File: src/rtl/button_conditioner.sv
// Front-panel conditioner: synchronizes and debounces Run/Continue keys into one-cycle pulses, syncs S.
// Define CONTINUE_AUTO_REPEAT_EN to make a held Continue key auto-repeat every REPEAT_CYCLES clocks.

module button_conditioner_key #(
  parameter int unsigned DEBOUNCE_CYCLES = 50000,
  parameter int unsigned REPEAT_CYCLES   = 12500000,
  parameter bit          REPEAT_EN       = 1'b0
) (
  input  logic       clk,
  input  logic       rst,
  input  logic       key_n_i,
  output logic       pulse_o,
  output logic [1:0] state_o
);
  typedef enum logic [1:0] {IDLE, PRESS_WAIT, HELD, RELEASE_WAIT} state_t;

  localparam logic [19:0] DB_LAST = 20'(DEBOUNCE_CYCLES - 1);
  localparam logic [23:0] RP_LAST = 24'(REPEAT_CYCLES - 1);

  state_t      state_q;
  logic [19:0] cnt_q;
  logic        pulse_q;
  logic        rep_fire;

  generate
    if (REPEAT_EN) begin : g_repeat
      logic [23:0] rep_q;
      assign rep_fire = (state_q == HELD) && (rep_q == RP_LAST);
      // Runs only while HELD; any excursion out of HELD restarts the period.
      always_ff @(posedge clk or posedge rst) begin
        if (rst) begin
          rep_q <= '0;
        end else if (state_q != HELD || rep_fire) begin
          rep_q <= '0;
        end else begin
          rep_q <= rep_q + 24'd1;
        end
      end
    end else begin : g_no_repeat
      assign rep_fire = 1'b0;
    end
  endgenerate

  always_ff @(posedge clk or posedge rst) begin
    if (rst) begin
      state_q <= IDLE;
      cnt_q   <= '0;
      pulse_q <= 1'b0;
    end else begin
      pulse_q <= rep_fire;
      case (state_q)
        IDLE: begin
          if (!key_n_i) begin
            state_q <= PRESS_WAIT;
            cnt_q   <= '0;
          end
        end
        PRESS_WAIT: begin
          if (key_n_i) begin
            state_q <= IDLE;
          end else if (cnt_q == DB_LAST) begin
            state_q <= HELD;
            pulse_q <= 1'b1;
          end else begin
            cnt_q <= cnt_q + 20'd1;
          end
        end
        HELD: begin
          if (key_n_i) begin
            state_q <= RELEASE_WAIT;
            cnt_q   <= '0;
          end
        end
        RELEASE_WAIT: begin
          if (!key_n_i) begin
            state_q <= HELD;
          end else if (cnt_q == DB_LAST) begin
            state_q <= IDLE;
          end else begin
            cnt_q <= cnt_q + 20'd1;
          end
        end
        default: state_q <= IDLE;
      endcase
    end
  end

  assign pulse_o = pulse_q;
  assign state_o = state_q;
endmodule

module button_conditioner #(
  parameter int unsigned DEBOUNCE_CYCLES = 50000,
  parameter int unsigned REPEAT_CYCLES   = 12500000
) (
  input  logic        Clk,
  input  logic        Reset,
  input  logic        Run_raw,
  input  logic        Continue_raw,
  input  logic [15:0] S_raw,
  output logic        Run,
  output logic        Continue,
  output logic [15:0] S,
  output logic [1:0]  run_state_o,
  output logic [1:0]  cont_state_o
);
`ifdef CONTINUE_AUTO_REPEAT_EN
  localparam bit CONT_REPEAT = 1'b1;
`else
  localparam bit CONT_REPEAT = 1'b0;
`endif

  logic [1:0]  run_sync_q;
  logic [1:0]  cont_sync_q;
  logic [15:0] s_meta_q;
  logic [15:0] s_sync_q;

  // Key synchronizers reset to the released (high) level so reset never looks like a press.
  always_ff @(posedge Clk or posedge Reset) begin
    if (Reset) begin
      run_sync_q  <= 2'b11;
      cont_sync_q <= 2'b11;
      s_meta_q    <= '0;
      s_sync_q    <= '0;
    end else begin
      run_sync_q  <= {run_sync_q[0], Run_raw};
      cont_sync_q <= {cont_sync_q[0], Continue_raw};
      s_meta_q    <= S_raw;
      s_sync_q    <= s_meta_q;
    end
  end

  assign S = s_sync_q;

  button_conditioner_key #(
    .DEBOUNCE_CYCLES(DEBOUNCE_CYCLES),
    .REPEAT_CYCLES  (REPEAT_CYCLES),
    .REPEAT_EN      (1'b0)
  ) u_run (
    .clk    (Clk),
    .rst    (Reset),
    .key_n_i(run_sync_q[1]),
    .pulse_o(Run),
    .state_o(run_state_o)
  );

  button_conditioner_key #(
    .DEBOUNCE_CYCLES(DEBOUNCE_CYCLES),
    .REPEAT_CYCLES  (REPEAT_CYCLES),
    .REPEAT_EN      (CONT_REPEAT)
  ) u_cont (
    .clk    (Clk),
    .rst    (Reset),
    .key_n_i(cont_sync_q[1]),
    .pulse_o(Continue),
    .state_o(cont_state_o)
  );
endmodule

File: config.mk
export PLATFORM = sky130hd
export DESIGN_NAME = button_conditioner
export DESIGN_NICKNAME = d
export VERILOG_FILES = /design/src/rtl/button_conditioner.sv
export SDC_FILE = /design/constraint.sdc
export NUM_CORES = 1
export LEC_CHECK = 0
export CORE_MARGIN = 10
export CORE_UTILIZATION = 52
export CTS_CLUSTER_SIZE = 40
export DETAILED_ROUTE_END_ITERATION = 10
export PLACE_DENSITY = 0.82
export SLEW_MARGIN = 30
export SYNTH_ARGS = -nofsm -noshare
export SYNTH_HDL_FRONTEND = slang
export SYNTH_SLANG_ARGS = --single-unit
export TNS_END_PERCENT = 1
File: constraint.sdc
create_clock -name Clk -period 3.17 [get_ports Clk]
set_clock_uncertainty 0.2 [all_clocks]
set_input_delay 0.317 -clock Clk [delete_from_list [all_inputs] [get_ports Clk]]
set_output_delay 0.317 -clock Clk [all_outputs]
set_load 0.03 [all_outputs]
==> Flow_metrics.wiki <==
{| class="wikitable"
! Metric !! Value
|-
| Reported leakage power || between 1.5 and 2 nW
|-
| Initial core utilization || approximately 54%
|-
| Root buffer selected by CTS || sky130_fd_sc_hd__clkbuf_8
|-
| Top area cells in the synthesized netlist || sky130_fd_sc_hd__dfrtp_1 (57%), sky130_fd_sc_hd__or4_1 (4.1%), sky130_fd_sc_hd__a21oi_1 (3.6%), sky130_fd_sc_hd__nand2_1 (3.4%), sky130_fd_sc_hd__dfstp_2 (3.1%)
|-
| Row cnt || 29
|-
| Overall routed net length || ~7.5 mm
|-
| Clk pin slew, worst setup/hold paths || about 0.080 ns
|-
| Total of endpoints with negative setup slack in the final report || 0
|-
| Antenna-violating nets left || 0
|-
| #FFs+latches synth || 82
|-
| Worst-case clock buffer depth || 2
|-
| Vias after detailed routing || around 2700
|-
| Overall track demand over capacity in global routing || 15.45%
|-
| Chip Height || between 100 and 150 um
|-
| Net count after synthesis || about 330
|-
| Latest clock arrival within the worst-skew pair || between 0.3 and 0.4 ns
|-
| Number of port buffers || 41
|-
| Total inserted antenna cells || 0
|-
| Highest achievable clock rate || approximately 420 MHz
|-
| Count of flip-flops with a built-in enable after synthesis || 0
|-
| Shortest period the worst path allows || 2.378 ns
|-
| Hold Vio Cnt, Final || 0
|-
| CTS sink cnt || 82
|-
| Layout cell share with drive strength beyond 1 || 7.542%
|-
| Number of buffers inserted to repair setup after CTS || 0
|-
| Area growth, synth to finish || 20.91%
|-
| Initial antenna violation count || 0
|-
| Summed instance area of the synthesized netlist || approximately 3400 um2
|-
| Via density per instance || 6.117
|-
| Post-DP HPWL || 5.179 mm
|-
| Number of buffers created by CTS || 9
|-
| Nets || roughly 380
|-
| Post-cts hold buffer count || 0
|-
| Arrival @ worst endpoint || about 2.5 ns
|-
| Ratio of final minimum period to clock period || between 70% and 80%
|-
| Final RePlAce weighted congestion || between 0.8 and 0.9
|-
| Worst IR drop on VDD || around 0.0004 V
|-
| Worst Tran Pin Value || about 0.86 ns
|-
| Die extent in x || a little over 100 um
|-
| Post-Synthesis Mean Instance Area || around 11 um2
|-
| Pre-CTS WS || 0.8322 ns
|-
| Synth area leader || sky130_fd_sc_hd__dfrtp_1
|-
| Data required time of the critical path || around 3.3 ns
|-
| Final max-slew violation count || 0
|-
| Most frequent standard cell in the layout excluding fill and tap cells || sky130_fd_sc_hd__dfrtp_1
|-
| Number of design rule violations left after detail routing || 0
|-
| Post-layout total power || ~0.0022 W
|-
| Endpoint kind of the worst setup timing path || flip-flop
|-
| Final hold slack || around 0.15 ns
|-
| Synth warnings || 0
|-
| Maximum fanout encountered on the critical timing path || 8
|-
| Setup crit start kind || flip-flop
|-
| Setup_tns || 0 ns
|-
| Final core occ || between 60% and 70%
|-
| Wire length of the first global-routing pass || around 13 mm
|-
| Cell count after synthesis || 310
|-
| Number of placed I/O pins || 42
|-
| Slew HR || between 40% and 50%
|-
| Total global routing overflow || 0
|-
| Setup repair after global routing missed its margin || no
|-
| Worst hold path type || reg2reg
|-
| TritonCTS clock tree || yes
|-
| Sequential fraction of the synthesis area || between 50 and 60%
|-
| Result of the run || finished, final reports clean
|-
| Smallest setup slack after layout || between 0.7 and 0.8 ns
|-
| Dominant register cell in the synthesized netlist || sky130_fd_sc_hd__dfrtp_1
|-
| Final-layout fill cell count || around 470
|-
| Yosys top cell area share || around 57%
|-
| Proportion of register bits with asynchronous set or reset after synthesis || 100.0%
|-
| Power per unit of standard cell area || about 530 nW/um2
|-
| Vias in the first global route || 2600
|-
| Area of the core || roughly 6400 um2
|-
| Largest net degree at the start of global routing || 44
|-
| Average wire per standard cell || roughly 17 um
|-
| Number of instances resized during post-cts repair || 0
|-
| Iter 0 DRT Violations || about 220
|-
| Highest-count cells in the layout ignoring fill and taps || sky130_fd_sc_hd__dfrtp_1 (78), sky130_fd_sc_hd__clkdlybuf4s50_1 (41), sky130_fd_sc_hd__nand2_1 (31)
|-
| First-pass iteration count of the detailed router || 4
|-
| Die area || 10270 um2
|-
| Count of H-tree levels built during CTS || 3
|-
| Critical Setup Path Class || reg2reg
|-
| Distinct cells, synth || 49
|-
| Max_cap viols || 0
|}
==> registers in the layout, summed over array words and instances, names as in the netlist, named ones only <==
| signal | flops |
|---|---|
| S | 16 |
| cont_sync_q | 2 |
| run_sync_q | 2 |
| s_meta_q | 16 |
| u_cont.cnt_q | 20 |
| u_cont.pulse_o | 1 |
| u_cont.state_o | 1 |
| u_run.cnt_q | 20 |
| u_run.pulse_o | 1 |
| u_run.state_o | 1 |
==> metrics by stage <==
stage          cells  instance area, um2
3_5_place_dp     419                3935
5_1_grt          435                4160
3_3_place_gp     419                3935
4_1_cts          435                4160
6_report         435                4160
2_1_floorplan    310                3441
==> synthesized netlist by cell type (4+ instances only) <==
| cell | n |
|---|---|
| sky130_fd_sc_hd__dfrtp_1 | 78 |
| sky130_fd_sc_hd__nand2_1 | 31 |
| sky130_fd_sc_hd__a21oi_1 | 25 |
| sky130_fd_sc_hd__or4_1 | 19 |
| sky130_fd_sc_hd__nand3_1 | 13 |
| sky130_fd_sc_hd__inv_1 | 11 |
| sky130_fd_sc_hd__o21ai_0 | 11 |
| sky130_fd_sc_hd__o31ai_1 | 11 |
| sky130_fd_sc_hd__clkbuf_1 | 9 |
| sky130_fd_sc_hd__nor2_1 | 9 |
| sky130_fd_sc_hd__nand4_1 | 8 |
| sky130_fd_sc_hd__or3_1 | 6 |
| sky130_fd_sc_hd__and3_1 | 5 |
| sky130_fd_sc_hd__and4_1 | 5 |
| sky130_fd_sc_hd__o211ai_1 | 5 |
| sky130_fd_sc_hd__dfstp_2 | 4 |
| sky130_fd_sc_hd__mux2i_1 | 4 |
| sky130_fd_sc_hd__nand2b_1 | 4 |
| sky130_fd_sc_hd__o41ai_1 | 4 |
| sky130_fd_sc_hd__xnor2_1 | 4 |
==> metal layers <==
metal / vias to the layer above / track usage [%] / wire length [um]
met2: 79 / 26.46 / 3968
met5: - / 0 / 0
met1: 1324 / 18.45 / 3119
li1: 1246 / - / -
met4: 0 / 4.502 / 62
met3: 12 / 4.425 / 358
==> cells by family (layout without fill, tap and decap cells) <==
group | after synthesis | in the layout | share of synthesized area, %
simple gates | 120 | 120 | 20.40
flops | 82 | 82 | 59.78
compound gates | 71 | 71 | 13.20
buf+inv | 23 | 71 | 2.618
xor+xnor | 7 | 7 | 1.782
mux | 5 | 5 | 1.491
fa+ha+maj | 2 | 2 | 0.7272
==> layout make-up <==
type                       instances  area (um2)  share of cell area [%]
sequential                        82        2057                   49.44
multi-input combinational        205        1294                   31.10
timing repair buffer              44       445.4                   10.71
clock buffer                       9       123.9                   2.977
clock inverter                     7       101.3                   2.436
tap                               77       96.34                   2.316
inverter                          11       42.54                   1.023
==> where the power goes <==
part | switching [W] | total [W] | internal, W | leakage [nW]
clock network | 0.000393 | 0.000844 | 0.000452 | 0.112
logic | 0.000104 | 0.000187 | 0.0000835 | 0.547
registers | 0.0000591 | 0.00116 | 0.00110 | 1.05
total | 0.000556 | 0.00219 | 0.00163 | 1.70
==> path summary, 6_finish.rpt <==
path                              endpoint  depth (start not counted)  slack (ns)      startpoint
min in group asynchronous            S[14]                          2        0.17           Reset
min reg2reg                           S[1]                          0        0.15     s_meta_q[1]
min                                   S[1]                          0        0.15     s_meta_q[1]
max in group asynchronous    run_sync_q[1]                          3        1.89           Reset
max                        u_run.cnt_q[18]                          5        0.79  u_run.cnt_q[0]
max reg2reg                u_run.cnt_q[18]                          5        0.79  u_run.cnt_q[0]
==> critical path: stages, from the launching register on <==
cell                      delay (ns)
sky130_fd_sc_hd__dfrtp_1        0.43
sky130_fd_sc_hd__ha_1           0.28
sky130_fd_sc_hd__nand4_1        0.11
sky130_fd_sc_hd__or4_1          0.64
sky130_fd_sc_hd__or4_1          0.51
sky130_fd_sc_hd__a21oi_1        0.14
Note: power is estimated with default switching activity, not from simulation.
